## src/rtl/fetch_sequencer.sv

```systemverilog
// Instruction prefetch sequencer: IDLE/FETCH/FULL control plus a DEPTH-entry {pc, word} queue.
// Define FETCH_PERF_CNT_EN to add the saturating fetch_count/stall_count outputs.
module fetch_sequencer #(
  parameter int DEPTH = 4
) (
  input  logic        clock,
  input  logic        reset,
  input  logic [63:0] PC,
  output logic [1:0]  PS,
  input  logic        redirect,
  input  logic        redirect_abs,
  output logic        mem_req,
  output logic [63:0] mem_addr,
  input  logic        mem_ack,
  input  logic [31:0] mem_rdata,
  output logic        instr_valid,
  input  logic        instr_ready,
  output logic [31:0] instr_out,
  output logic [63:0] instr_pc
`ifdef FETCH_PERF_CNT_EN
  ,
  output logic [31:0] fetch_count,
  output logic [31:0] stall_count
`endif
);

  localparam int PW = $clog2(DEPTH);
  localparam int CW = PW + 1;
  localparam logic [CW-1:0] FULL_CNT = CW'(DEPTH);

  typedef enum logic [1:0] {IDLE, FETCH, FULL} state_t;

  state_t        state;
  logic [CW-1:0] count;
  logic [CW-1:0] count_next;
  logic [PW-1:0] rd_ptr;
  logic [PW-1:0] wr_ptr;
  logic          armed;
  logic          push;
  logic          pop;
  logic [63:0]   q_pc   [DEPTH];
  logic [31:0]   q_word [DEPTH];

  assign mem_addr = PC;

  // armed marks that the current request has already been on the bus for a
  // full cycle, which keeps every fetch at two cycles minimum and drops acks
  // that belong to a request abandoned by reset or redirect.
  always_comb begin
    mem_req     = !reset && !redirect && (state == FETCH);
    push        = mem_req && armed && mem_ack;
    instr_valid = !reset && (count != '0);
    pop         = !redirect && instr_valid && instr_ready;
    count_next  = count + CW'(push) - CW'(pop);
    instr_out   = q_word[rd_ptr];
    instr_pc    = q_pc[rd_ptr];
    PS          = 2'b00;
    if (reset)
      PS = 2'b00;
    else if (redirect)
      PS = redirect_abs ? 2'b01 : 2'b11;
    else if (push)
      PS = 2'b10;
  end

  always_ff @(posedge clock) begin
    if (reset) begin
      state  <= IDLE;
      count  <= '0;
      rd_ptr <= '0;
      wr_ptr <= '0;
      armed  <= 1'b0;
    end else if (redirect) begin
      state  <= FETCH;
      count  <= '0;
      rd_ptr <= '0;
      wr_ptr <= '0;
      armed  <= 1'b0;
    end else begin
      count <= count_next;
      armed <= mem_req && !push;
      if (push)
        wr_ptr <= wr_ptr + 1'b1;
      if (pop)
        rd_ptr <= rd_ptr + 1'b1;
      case (state)
        IDLE:    state <= FETCH;
        FETCH:   if (push && (count_next == FULL_CNT)) state <= FULL;
        FULL:    if (pop) state <= FETCH;
        default: state <= IDLE;
      endcase
    end
  end

  // Queue storage is data only; validity is carried entirely by count.
  always_ff @(posedge clock) begin
    if (push) begin
      q_pc[wr_ptr]   <= PC;
      q_word[wr_ptr] <= mem_rdata;
    end
  end

`ifdef FETCH_PERF_CNT_EN
  function automatic logic [31:0] sat_inc(input logic [31:0] v);
    return (v == 32'hFFFF_FFFF) ? v : v + 32'd1;
  endfunction

  always_ff @(posedge clock) begin
    if (reset) begin
      fetch_count <= '0;
      stall_count <= '0;
    end else begin
      if (push)
        fetch_count <= sat_inc(fetch_count);
      if (state == FULL)
        stall_count <= sat_inc(stall_count);
    end
  end
`endif

endmodule

```

## config.mk

```make
export PLATFORM = sky130hd
export DESIGN_NAME = fetch_sequencer
export DESIGN_NICKNAME = d
export VERILOG_FILES = /design/src/rtl/fetch_sequencer.sv
export SDC_FILE = /design/constraint.sdc
export NUM_CORES = 1
export LEC_CHECK = 0
export CAP_MARGIN = 20
export CORE_UTILIZATION = 47
export DETAILED_ROUTE_END_ITERATION = 8
export HOLD_SLACK_MARGIN = 0.1
export PLACE_DENSITY = 0.73
export SYNTH_ARGS = -nofsm -noshare
export SYNTH_HDL_FRONTEND = slang
export SYNTH_SLANG_ARGS = --single-unit
```

## constraint.sdc

```tcl
create_clock -name clock -period 3.5 [get_ports clock]
set_clock_uncertainty 0.05 [all_clocks]
set_input_delay 0.35 -clock clock [delete_from_list [all_inputs] [get_ports clock]]
set_output_delay 0.35 -clock clock [all_outputs]
set_load 0.02 [all_outputs]
```

==> results_dict.tcl, run 1 <==
set metrics [dict create \
    reg2reg_from "state[1]" \
    peakVddDrop_v 0.0003829 \
    crit_fanout 41 \
    synth_edf_count 384 \
    cellLeakagePower_nw 5.942 \
    max_slew_margin_pct 54.34 \
    initial_core_util_pct 48.30 \
    ctsResizeCount 0 \
    drtIter0Drc 458 \
    r2r_end "state[1]" \
    r2r_slack_ns 0.75 \
    synth_flop_cell "edfxtp_1" \
    drc_errors 0 \
    die_w_um 180.2 \
    insertion_delay_ns 0.51 \
    gp_congestion 0.7556 \
    worstMarginPinSlew_ns 0.6797 \
    routedWlPerCell_um 21.58 \
    drt_wl_total_um 27920 \
    areaGrowthSynthToFinish_pct 26.98 \
    async_flop_share_pct 0 \
    clk_pin_slew_ns 0.06 \
    p_seq_share_pct 55.2 \
    crit_path_end_kind "primary output" \
    h-tree-depth 2 \
    status "completed" \
    reg2reg_depth 10 \
    pwr-share-comb_pct 3.6 \
    syn_area_per_cell_um2 23.59 \
    clockBufferDepth 3 \
    ios 266 \
    crit_required_ns 3.10 \
    crit_end "instr_pc[26]" \
    grt_antenna_before_repair 0 \
    postCtsSetupBuffers 0 \
    numCtsBuffers 41 \
    power_density_mw_per_mm2 496.6 \
    critPathKind "reg2out" \
    synth_area_mm2 0.01493 \
    first_global_vias 7532 \
    port_buffers 265 \
    tritoncts "built" \
    drv_slew 0 \
    final.setup.tns_ns 0 \
    grt_max_degree 51 \
    hpwl_um 16840 \
    ys_seq_area_share_pct 78.84 \
    grt_use_total_pct 17.64 \
    nFillCells 2149 \
    vias 6926 \
    clkSinkCount 396 \
    ys_ff_latch 396 \
    antenna_cells 0 \
    ys_warn_count 0 \
    finalCriticalPeriod_ns 3.033 \
    core_area_mm2 0.03091 \
    antenna_left 0 \
    cts-root-buf "clkbuf_16" \
    synthCells 633 \
    cap_viol_max_count 0 \
    die-area_mm2 0.03248 \
    dr.pass1.iters 4 \
    synthesis.nets 742 \
    yosysUniqueCellTypes 30 \
    rows 64 \
    grt_pass1_wl_um 43580 \
    max_freq_ghz 0.3297 \
    netSwitchingFraction_pct 19.28 \
    p_clk_share_pct 41.2 \
    routed_via_density 5.352 \
    fp.dieH_um 180.2 \
    internal_power_mw 7.600 \
    drive_gt1_share_pct 19.38 \
    hold_viol 0 \
    power.net_switching_mw 1.815 \
    min_path_type "reg2reg" \
    nets 978 \
    finalSetupViolCount 0 \
    rsz0062_at_grt "no" \
    worst_setup_path_start_kind "flip-flop" \
    ctsHoldBuffers 0 \
    timing.final.crit_share_pct 86.65 \
    worstPathArrival_ns 2.63 \
    finalPower_mw 9.414 \
    grt_overflow 0 \
    hp-start "rd_ptr[1]" \
]
[kinds of logic (layout without fill, tap and decap cells)]
| group | Yosys count | in the layout | share of synthesized area, % |
|---|---|---|---|
| simple gates | 29 | 29 | 1.257 |
| flops | 396 | 396 | 78.84 |
| xor+xnor | 1 | 1 | 0.1592 |
| buf+inv | 94 | 359 | 4.173 |
| fa+ha+maj | 7 | 7 | 0.6369 |
| mux | 97 | 97 | 14.55 |
| compound gates | 9 | 9 | 0.3855 |
[sequential cells by signal (all words and copies together), names as in the netlist, named ones only]
register and flops:
armed 1, count 3, q_pc 256, q_word 128, rd_ptr 2, state 2
wr_ptr 2
[power by group through the flow]
stage	combinational (mW)	clock (mW)	sequential, mW
after floorplan	0.128	0	5.30
after global placement	0.331	0	5.30
after detailed placement	0.339	0	5.30
after CTS	0.340	3.97	5.20
after global routing	0.357	4.14	5.20
final	0.338	3.88	5.20
[metal layers]
layer / track usage (%) / vias up / share of wire [%]
met1: 23.71 / 3589 / 42
li1: - / 3045 / -
met2: 29.78 / 255 / 50
met3: 3.759 / 37 / 6.6
met5: 0 / - / 0
met4: 3.863 / 0 / 1.5
[placed cells by master (no fill, tap or decap)]
| master | netlist | layout |
|---|---|---|
| mux4_2 | 96 | 96 |
| o21bai_1 | 1 | 1 |
| edfxtp_1 | 384 | 384 |
| or3b_1 | 1 | 1 |
| clkinv_2 | 0 | 8 |
| buf_12 | 0 | 12 |
| clkbuf_16 | 0 | 41 |
| clkbuf_1 | 7 | 9 |
| or3b_4 | 1 | 1 |
| inv_1 | 7 | 7 |
| nor4b_4 | 1 | 1 |
| clkdlybuf4s50_1 | 0 | 265 |
| nor2_1 | 7 | 7 |
| o211ai_1 | 1 | 1 |
| ha_1 | 6 | 6 |
| clkinv_1 | 0 | 10 |
| nor3_1 | 2 | 2 |
| bufinv_16 | 0 | 1 |
| nand3b_1 | 1 | 1 |
| or4b_4 | 1 | 1 |
| o31ai_1 | 1 | 1 |
| dfxtp_1 | 12 | 10 |
| o311a_1 | 1 | 1 |
| and3_4 | 0 | 4 |
| o21ai_0 | 2 | 2 |
| or2_2 | 1 | 1 |
| mux2i_1 | 1 | 1 |
| fa_1 | 1 | 1 |
| buf_4 | 68 | 3 |
| nand2_1 | 4 | 4 |
| a21oi_1 | 3 | 3 |
| clkinvlp_4 | 0 | 1 |
| inv_6 | 0 | 2 |
| nand3_1 | 2 | 2 |
| and2_1 | 3 | 3 |
| xor3_1 | 1 | 1 |
| dfxtp_4 | 0 | 2 |
| or3_1 | 1 | 1 |
[per-stage QoR]
stage	util [%]	hold WS (ns)	setup WS, ns	cells	instance area [µm²]
floorplan	-	0.3766	0.5714	633	14930
global placement	57.48	0.3876	0.3234	1222	17770
detailed placement	57.48	0.3946	0.2906	1222	17770
CTS	61.34	0.4045	0.3622	1294	18960
global route	61.34	0.4317	0.2961	1294	18960
finish	61.34	0.4178	0.4673	1294	18960
[final cells by class]
type                       instances  area [µm²]  area share [%]
clock buffer                      50        1060           5.590
clock inverter                    22       132.6          0.6995
inverter                           7       26.28          0.1386
multi-input combinational        143        2551           13.46
sequential                       396       11780           62.13
tap                              396       495.5           2.613
timing repair buffer             280        2915           15.38
[Yosys cell counts (all sizes together), types with 2 or more instances]
cell | count | area, µm²
a21oi | 3 | 15.01
and2 | 3 | 18.77
and3 | 4 | 30.03
buf | 80 | 570.6
clkbuf | 7 | 26.28
dfxtp | 12 | 240.2
edfxtp | 384 | 11530
ha | 6 | 75.07
inv | 7 | 26.28
mux4 | 96 | 2162
nand2 | 4 | 15.01
nand3 | 2 | 10.01
nor2 | 7 | 26.28
nor3 | 2 | 10.01
o21ai | 2 | 10.01
or3b | 2 | 20.02
[worst min-delay path by stage]
| stage | end | slack, ns | depth (start not counted) |
|---|---|---|---|
| finish | flip-flop | 0.42 | 1 |
| CTS | q_word[1][19] | 0.40 | 1 |
| global route | q_word[2][17] | 0.43 | 1 |
| detailed placement | flip-flop | 0.39 | 1 |
| floorplan | flip-flop | 0.38 | 1 |
| global placement | flip-flop | 0.39 | 1 |
[critical path, stage by stage (launching register included)]
cell,delay (ns)
dfxtp_4,0.58
buf_12,0.36
mux4_2,0.58
clkdlybuf4s50_1,0.57
(Power assumes the default switching activity.)
==> run 2, diff against run 1 <==
CORE_ASPECT_RATIO = 0.7   (was unset)
==> run 2 against run 1 <==
Worst hold slack got worse by 0.016 ns. Setup slack improved by 0.061 ns. Routed wire length decreased by 0.86%. Utilization down 0.37 points. Clock-buffer cell count decreased by 9. Global-route usage down 0.39 points. Fmax is 2.0% higher. Sequential power about the same. Clock power grew 5%. Critical endpoint is now instr_pc[63].
==> results_dict.tcl, run 2 (synthesis gave the netlist of run 1 again) <==
set metrics [dict create \
    status "completed" \
    routed_via_density 5.204 \
    crit_required_ns 3.10 \
    worstMarginPinSlew_ns 0.5989 \
    crit_chain "buf_12 > mux4_2 > clkdlybuf4s50_1" \
    tritoncts "built" \
    final_cell_mix "edfxtp_1 (384), clkdlybuf4s50_1 (265), mux4_2 (96), clkbuf_16 (37), buf_12 (12)" \
    max_slew_margin_pct 59.77 \
    grt_use_total_pct 17.25 \
    peakVddDrop_v 0.0003757 \
    min_path_type "reg2reg" \
    slowest_delay_ns 0.61 \
    reg_top3 "q_pc x256, q_word x128, count x3" \
    ctsHoldBuffers 0 \
    cap_viol_max_count 0 \
    vias 6823 \
    antenna_left 0 \
    first_global_vias 7292 \
    clk_pin_slew_ns 0.06 \
    timing.final.crit_share_pct 84.91 \
    ios 266 \
    nFillCells 2218 \
    initial_core_util_pct 47.83 \
    finalSetupViolCount 0 \
    rsz0062_at_grt "no" \
    antenna_cells 0 \
    worstPathArrival_ns 2.57 \
    fin_cells 1311 \
    drt_wl_total_um 27680 \
    ff_latch_area_mm2 0.01178 \
    hold_viol 0 \
    grt_max_degree 61 \
    die-area_mm2 0.03250 \
    h-tree-depth 2 \
    multi_input_area_mm2 0.002551 \
    routedWlPerCell_um 21.11 \
    max_freq_ghz 0.3365 \
    hpwl_um 16900 \
    ctsResizeCount 0 \
    rows 54 \
    insertion_delay_ns 0.51 \
    die_w_um 215.0 \
    largest-register "q_pc" \
    postCtsSetupBuffers 0 \
    grt_overflow 0 \
    areaGrowthSynthToFinish_pct 27.46 \
    cts-root-buf "clkbuf_16" \
    slowest_stage "clkdlybuf4s50_1" \
    numCtsBuffers 37 \
    worst_setup_path_start_kind "flip-flop" \
    largest_reg_flops 256 \
    nets 975 \
    drc_errors 0 \
    crit_path_end_kind "primary output" \
    place_inst 1247 \
    drive_gt1_share_pct 19.64 \
    drtIter0Drc 425 \
    gp_congestion 0.7646 \
    power_density_mw_per_mm2 505.0 \
    grt_antenna_before_repair 0 \
    crit_fanout 54 \
    fp.dieH_um 151.1 \
    dr.pass1.iters 4 \
    core_area_mm2 0.03121 \
    critPathKind "reg2out" \
    clkSinkCount 396 \
    drv_slew 0 \
    finalCriticalPeriod_ns 2.972 \
    port_buffers 265 \
    mostFrequentLayoutCell "edfxtp_1" \
    clockBufferDepth 3 \
    grt_pass1_wl_um 41850 \
    cellLeakagePower_nw 5.968 \
    final.setup.tns_ns 0 \
]
run 2: changes by cell type in the layout (fill, tap and decap cells not counted):
| cell | before | now |
|---|---|---|
| bufinv_16 | 1 | 7 |
| clkbuf_1 | 9 | 4 |
| clkbuf_16 | 41 | 37 |
| clkinv_1 | 10 | 7 |
| inv_6 | 2 | 0 |
| buf_4 | 3 | 4 |
| clkinv_4 | 0 | 1 |
| clkinvlp_4 | 1 | 0 |
run 2: final timing paths:
| kind | startpoint | end | slack [ns] | cells past startpoint |
|---|---|---|---|---|
| max | flip-flop | instr_pc[63] | 0.53 | 3 |
| min | rd_ptr[1] | flip-flop | 0.40 | 1 |
| max reg2reg | state[1] | state[1] | 0.75 | 10 |
| min reg2reg | rd_ptr[1] | flip-flop | 0.40 | 1 |
run 2: stage by stage:
step	total power [mW]	instance area [µm²]	setup slack (ns)	hold WS [ns]	utilization (%)
3_3_place_gp	5.633	17800	0.3093	0.3810	57.04
6_report	9.611	19030	0.5281	0.4019	60.97
2_1_floorplan	5.432	14930	0.5714	0.3766	-
5_1_grt	9.910	19030	0.3235	0.4147	60.97
3_5_place_dp	5.641	17800	0.2734	0.3984	57.04
4_1_cts	9.725	19030	0.4043	0.4008	60.97
run 2: critical path, delay by kind of cell (launching register included):
kind / cells / cell delay [ns]
multiplexers: 1 / 0.58
buffers and inverters: 2 / 0.99
flip-flops: 1 / 0.44
run 2: layer usage:
metal / wire [µm] / vias up / part of all wire (%) / global-route usage (%)
met5: 0 / - / 0 / 0
met2: 13150 / 257 / 48 / 27.69
li1: - / 3027 / - / -
met1: 12120 / 3505 / 44 / 23.92
met3: 1993 / 34 / 7.2 / 4.297
met4: 415 / 0 / 1.5 / 4.468
run 2: final cells by class:
| class | instances | share of cell area [%] |
|---|---|---|
| clock buffers | 41 | 4.944 |
| well taps | 420 | 2.761 |
| inverters | 7 | 0.1381 |
| multi-input cells | 143 | 13.41 |
| repair buffers | 281 | 15.36 |
| clock inverters | 23 | 1.499 |
| flip-flops and latches | 396 | 61.89 |
run 2: report_power, final:
group | switching [mW] | leakage (nW) | internal (mW)
Combinational | 0.162 | 1.81 | 0.179
Sequential | 0.00155 | 3.55 | 5.20
Clock | 1.62 | 0.606 | 2.45
